### src/rtl/bcd_display_conv.sv
// -----------------------------------------------------------------------------
// bcd_display_conv
//
// Converts a W-bit value into N_DIG display digit codes for a segment-style
// display. The value is interpreted as unsigned, signed two's-complement,
// raw binary bits or an error indication, selected by mode. Decimal
// conversion uses a serial shift-add-3 (double-dabble) loop, one bit per
// clock, so the latency is W+2 clocks from accepted start to done for every
// mode.
//
// Digit codes: 0-9 numerals, 10 = minus / error dash, 11 = blank.
//
// Build option:
//   BCD_LZB_EN  defined   -> leading zeros in decimal modes are blanked (11)
//                            and the minus sign sits next to the most
//                            significant displayed digit.
//               undefined -> leading zeros are shown as 0 and the minus
//                            sign occupies the leftmost digit.
//
// Parameters:
//   W      binary input width (4..32)
//   N_DIG  number of display digits (2..8)
//
// Ports:
//   clk     in   clock, rising edge
//   rst     in   asynchronous active-high reset
//   start   in   conversion request, only accepted while idle and not busy
//   mode    in   0 unsigned, 1 signed, 2 binary, 3 error; sampled with start
//   val     in   value to convert; sampled with start
//   busy    out  high while a conversion is in progress
//   done    out  one-cycle pulse when digits update
//   digits  out  digit codes, bits [4*N_DIG-1 -: 4] are the leftmost digit
// -----------------------------------------------------------------------------
module bcd_display_conv #(
   parameter int W     = 12,
   parameter int N_DIG = 6
) (
   input  logic               clk,
   input  logic               rst,
   input  logic               start,
   input  logic [1:0]         mode,
   input  logic [W-1:0]       val,
   output logic               busy,
   output logic               done,
   output logic [4*N_DIG-1:0] digits
);

   // Number of BCD digits needed to hold 2^W - 1.
   function automatic int bcd_digits_for(input int width);
      logic [63:0] v;
      int          n;
      v = (64'd1 << width) - 64'd1;
      n = 1;
      for (int i = 0; i < 20; i++) begin
         if (v >= 64'd10) begin
            v = v / 64'd10;
            n = n + 1;
         end
      end
      return n;
   endfunction

   localparam int NB    = bcd_digits_for(W);
   localparam int CNT_W = $clog2(W + 1);
   localparam logic [CNT_W-1:0] LAST_BIT = CNT_W'(W - 1);

   typedef enum logic [1:0] {
      S_IDLE,
      S_CONV,
      S_FMT,
      S_DONE
   } state_t;

   state_t              state_q, state_d;
   logic [CNT_W-1:0]    cnt_q, cnt_d;
   logic [W-1:0]        bin_q, bin_d;
   logic [W-1:0]        raw_q, raw_d;
   logic [4*NB-1:0]     bcd_q, bcd_d;
   logic [1:0]          mode_q, mode_d;
   logic                neg_q, neg_d;
   logic [4*N_DIG-1:0]  fmt_q, fmt_d;
   logic [4*N_DIG-1:0]  digits_q, digits_d;
   logic                done_q, done_d;
   logic                busy_q, busy_d;

   logic [W-1:0]        val_mag;
   logic [4*NB-1:0]     bcd_adj;

   // Magnitude of the incoming value; only signed mode folds negatives.
   assign val_mag = (mode == 2'd1 && val[W-1]) ? (~val + 1'b1) : val;

   // Add-3 correction on every BCD digit that would exceed 9 after doubling.
   for (genvar gi = 0; gi < NB; gi++) begin : g_adj
      assign bcd_adj[4*gi +: 4] = (bcd_q[4*gi +: 4] >= 4'd5) ?
                                  (bcd_q[4*gi +: 4] + 4'd3) : bcd_q[4*gi +: 4];
   end

   // Build the display codes from the finished BCD magnitude.
   function automatic logic [4*N_DIG-1:0] format_codes(
      input logic [1:0]      m,
      input logic            neg,
      input logic [4*NB-1:0] bcd,
      input logic [W-1:0]    raw
   );
      logic [4*(NB+N_DIG)-1:0] bcd_ext;
      logic [W+N_DIG-1:0]      raw_ext;
      logic [4*N_DIG-1:0]      codes;
      logic                    ovf;
      int                      lim;
`ifdef BCD_LZB_EN
      int                      msd;
`endif
      // Zero-extended copies let the loops index past the real widths.
      bcd_ext             = '0;
      bcd_ext[4*NB-1:0]   = bcd;
      raw_ext             = '0;
      raw_ext[W-1:0]      = raw;
      codes               = '0;
      ovf                 = 1'b0;
      // A negative number gives up one digit position to the minus sign.
      lim                 = neg ? (N_DIG - 1) : N_DIG;
      for (int i = 0; i < NB + N_DIG; i++) begin
         if (i >= lim && bcd_ext[4*i +: 4] != 4'd0) begin
            ovf = 1'b1;
         end
      end
`ifdef BCD_LZB_EN
      msd = 0;
      for (int i = 0; i < N_DIG; i++) begin
         if (bcd_ext[4*i +: 4] != 4'd0) begin
            msd = i;
         end
      end
`endif
      case (m)
         2'd2: begin
            for (int i = 0; i < N_DIG; i++) begin
               codes[4*i +: 4] = {3'b000, raw_ext[i]};
            end
         end
         2'd3: begin
            codes = {N_DIG{4'd10}};
         end
         default: begin
            if (ovf) begin
               codes = {N_DIG{4'd10}};
            end else begin
`ifdef BCD_LZB_EN
               // Digit 0 is never above msd, so it always shows a numeral.
               for (int i = 0; i < N_DIG; i++) begin
                  if (i > msd) begin
                     codes[4*i +: 4] = (neg && i == msd + 1) ? 4'd10 : 4'd11;
                  end else begin
                     codes[4*i +: 4] = bcd_ext[4*i +: 4];
                  end
               end
`else
               for (int i = 0; i < N_DIG; i++) begin
                  codes[4*i +: 4] = bcd_ext[4*i +: 4];
               end
               // No overflow guarantees the leftmost digit is zero here.
               if (neg) begin
                  codes[4*N_DIG-1 -: 4] = 4'd10;
               end
`endif
            end
         end
      endcase
      return codes;
   endfunction

   always_ff @(posedge clk or posedge rst) begin
      if (rst) begin
         state_q  <= S_IDLE;
         cnt_q    <= '0;
         bin_q    <= '0;
         raw_q    <= '0;
         bcd_q    <= '0;
         mode_q   <= 2'd0;
         neg_q    <= 1'b0;
         fmt_q    <= '0;
         digits_q <= {N_DIG{4'd11}};
         done_q   <= 1'b0;
         busy_q   <= 1'b0;
      end else begin
         state_q  <= state_d;
         cnt_q    <= cnt_d;
         bin_q    <= bin_d;
         raw_q    <= raw_d;
         bcd_q    <= bcd_d;
         mode_q   <= mode_d;
         neg_q    <= neg_d;
         fmt_q    <= fmt_d;
         digits_q <= digits_d;
         done_q   <= done_d;
         busy_q   <= busy_d;
      end
   end

   always_comb begin
      state_d  = state_q;
      cnt_d    = cnt_q;
      bin_d    = bin_q;
      raw_d    = raw_q;
      bcd_d    = bcd_q;
      mode_d   = mode_q;
      neg_d    = neg_q;
      fmt_d    = fmt_q;
      digits_d = digits_q;
      done_d   = 1'b0;
      busy_d   = busy_q;
      case (state_q)
         S_IDLE: begin
            // busy stays high through the done cycle, so a start seen
            // during the pulse is ignored and taken one clock later.
            if (done_q) begin
               busy_d = 1'b0;
            end
            if (start && !busy_q) begin
               mode_d  = mode;
               neg_d   = (mode == 2'd1) && val[W-1];
               bin_d   = val_mag;
               raw_d   = val;
               bcd_d   = '0;
               cnt_d   = '0;
               busy_d  = 1'b1;
               state_d = S_CONV;
            end
         end
         S_CONV: begin
            // Runs in every mode so the latency never depends on mode.
            bcd_d   = (4*NB)'({bcd_adj, bin_q[W-1]});
            bin_d   = {bin_q[W-2:0], 1'b0};
            cnt_d   = cnt_q + 1'b1;
            if (cnt_q == LAST_BIT) begin
               state_d = S_FMT;
            end
         end
         S_FMT: begin
            fmt_d   = format_codes(mode_q, neg_q, bcd_q, raw_q);
            state_d = S_DONE;
         end
         S_DONE: begin
            digits_d = fmt_q;
            done_d   = 1'b1;
            state_d  = S_IDLE;
         end
         default: begin
            state_d = S_IDLE;
         end
      endcase
   end

   assign busy   = busy_q;
   assign done   = done_q;
   assign digits = digits_q;

endmodule
### config.mk
export PLATFORM = sky130hd
export DESIGN_NAME = bcd_display_conv
export DESIGN_NICKNAME = d
export VERILOG_FILES = /design/src/rtl/bcd_display_conv.sv
export SDC_FILE = /design/constraint.sdc
export NUM_CORES = 1
export LEC_CHECK = 0
export BUFFER_PORTS_ARGS = -buffer_cell sky130_fd_sc_hd__buf_2
export CORE_ASPECT_RATIO = 2
export CORE_MARGIN = 5
export CORE_UTILIZATION = 60
export DETAILED_ROUTE_END_ITERATION = 10
export HOLD_SLACK_MARGIN = 0.06
export PLACE_DENSITY = 0.92
export SYNTH_ARGS = -nofsm -noshare
export SYNTH_HDL_FRONTEND = slang
export SYNTH_SLANG_ARGS = --single-unit
### constraint.sdc
create_clock -name clk -period 6.8 [get_ports clk]
set_input_delay 0 -clock clk [delete_from_list [all_inputs] [get_ports clk]]
set_output_delay 0 -clock clk [all_outputs]
set_load 0.005 [all_outputs]
==> results.tsv <==
metric	value	unit
wire length per cell	17.4	µm
ys flop type	dfrtp_1	
Final Skew	0.00559	ns
vias in the first global route	3158	
post-route ant nets	0	
Synth area leader	dfrtp_1	
cts bufs inserted	9	
Worst Setup Path Type	reg2reg	
Seq/Total Area, Yosys	0.521	
Critical Path Start Type	register	
synth top area cells	dfrtp_1 42%, dfstp_2 10%, mux2_2 7.9%, ha_1 4.6%, a21oi_1 3.9%	
Pre-Repair DR Iteration Count	4	
FF-to-FF setup slack	4.81	ns
largest net degree at the start of global routing	86	
DR iter-0 viols	263	
max_cap viols	0	
Slew headroom	0.294	
area occupied by multi-input gates	0.00176	mm²
Post-synth top cells	69 x dfrtp_1, 32 x a21oi_1, 30 x nand2_1	
EDFF count, synth	0	
Synth Warn #	0	
CP endpoint kind	register	
routability cong.	0.833	
Die Span Y	127	µm
Area Overhead vs Synth	16.2	%
Mapped Cells	377	
PortBufs	40	
grt total ovfl	0	
LEAKAGE	2.20	nW
Final period util	0.292	
critical path, cell by cell	inv_1, ha_1, a21boi_2, a22oi_1, o21ai_0	
routed vias/inst	5.86	
Finished Cell Area	0.00479	mm²
clock sinks	85	
Reg area	0.00215	mm²
hold_ws	0.145	ns
clk slew on worst S/H paths	0.06	ns
placed inst area	0.00431	mm²
RSZ-0062 raised after global routing	false	
Core Area	0.00667	mm²
die area	0.00872	mm²
distinct cell type count of the synthesized netlist	44	
worst skew pair latency	0.34	ns
CTS Buffer Depth	2	
Final Max Tran Viols	0	
chip width	68.6	µm
IO Count	43	
Initial Utilization	0.617	
antenna diode count	0	
CP arrival	2.24	ns
Worst path max stage delay	0.57	ns
mean post-synth cell area	10.9	µm²
Tmin final	1.99	ns
cell with the most instances after synthesis	dfrtp_1	
fin worst setup slack	4.81	ns
Critical Path RT	7.05	ns
Util after Layout	0.717	
Yosys reg bits	85	
Max Clock Freq	503	MHz
pre-CTS setup slack	4.86	ns
row count	42	
Final setup viols	0	
htree depth	3	
outcome	finished, final reports clean	
layout cell share with drive strength beyond 1	0.266	
# resized after CTS	0	
Hold Path Class	in2reg	
CTS root buf	clkbuf_16	
area share of the largest cell type after synthesis	0.419	
via count	3023	
first-pass GRT wire length	15500	µm
Worst Path Max Fanout	16	
nets	455	
synthesized cell area	0.00412	mm²
DRC	0	
Fin. Hold Viols	0	
Post-Route WL	8990	µm
Worst IR Drop VDD	0.000187	V
Pwr Density	227	mW/mm²
total track usage	0.236	
TNS Setup	0	ns
CTS tree	done	
ys async rst share	1.00	
initial antenna violation count	0	
Filler cells	432	
Slew @ Worst Pin	1.06	ns
Final HPWL DP	6040	µm
Critical-path top delay cell	ha_1	
==> final timing paths <==
path	startpoint	endpoint	cells past startpoint
worst min-delay path	val[11]	bin_q[11]	4
min in group asynchronous	rst	fmt_q[20]	4
worst max register to register	state_q[1]	bin_q[10]	5
worst max-delay path	state_q[1]	bin_q[10]	5
max in group asynchronous	rst	busy	4
worst min register to register	digits[10]	digits[10]	1
==> layout by cell type, fill, tap and decap left out, types with 3 or more instances in the layout <==
cell type,count
xnor2_1,15
dfstp_2,16
xor2_1,3
a22oi_1,5
nor2_1,23
o21ai_0,25
a21oi_1,32
nor3_1,4
nand2b_1,9
nand3b_1,6
mux2i_1,6
a31oi_1,8
buf_2,40
ha_1,15
mux2_2,29
dfrtp_1,69
clkbuf_16,9
a22o_1,6
dlygate4sd3_1,14
inv_1,19
o22ai_1,11
nand2_1,30
o32ai_1,3
==> metal layers <==
layer	wire, µm	vias to the layer above	part of all wire	GRT usage
met5	0	-	0	0
met4	317	0	0.035	0.116
met3	380	27	0.042	0.0431
met2	4990	90	0.55	0.405
met1	3300	1506	0.37	0.271
li1	-	1400	-	-
==> layout make-up <==
type | instances | area share
timing repair buffer | 56 | 0.0742
inverter | 20 | 0.0159
multi-input combinational | 251 | 0.368
sequential | 85 | 0.449
clock inverter | 5 | 0.0173
clock buffer | 11 | 0.0528
tap | 88 | 0.0230
==> report_power, final <==
part	switching (mW)	total, mW	internal [mW]
Sequential	0	0.506	0.506
Clock	0.200	0.542	0.342
Combinational	0.0227	0.0373	0.0145
==> logic make-up (layout without fill, tap and decap cells) <==
kind of cell    Yosys count  in the layout  share of synthesized area
compound gates           95             95                      0.138
xor+xnor                 18             18                     0.0383
fa+ha+maj                15             15                     0.0456
buf+inv                  42             92                     0.0519
flops                    85             85                      0.521
mux                      35             35                     0.0939
other cells               1              2                   0.000910
simple gates             86             86                      0.110
==> registers in the layout (all words and copies together) (netlist names) <==
register,cells
neg_q,1
state_q,2
done,1
bcd_q,16
fmt_q,20
mode_q,2
cnt_q,4
raw_q,6
digits,20
bin_q,12
busy,1
==> critical path: cells and delay by family (launching register included) <==
kind / cells / cell delay [ns]
AOI/OAI and AO/OA: 3 / 0.80
DFF: 1 / 0.40
adders and majority gates: 1 / 0.57
buffers and inverters: 1 / 0.13
==> timing repair <==
action,in CTS,in global routing
buffers inserted,0,0
setup endpoints to repair,0,0
hold buffers,14,0
endpoints found under the hold margin,87,0
==> metrics by stage <==
step                      power (mW)  instances
after floorplan                0.533        378
after global placement         0.545        486
after detailed placement       0.546        486
after CTS                       1.09        516
after global routing            1.11        516
final                           1.09        516
(Power assumes the default switching activity.)
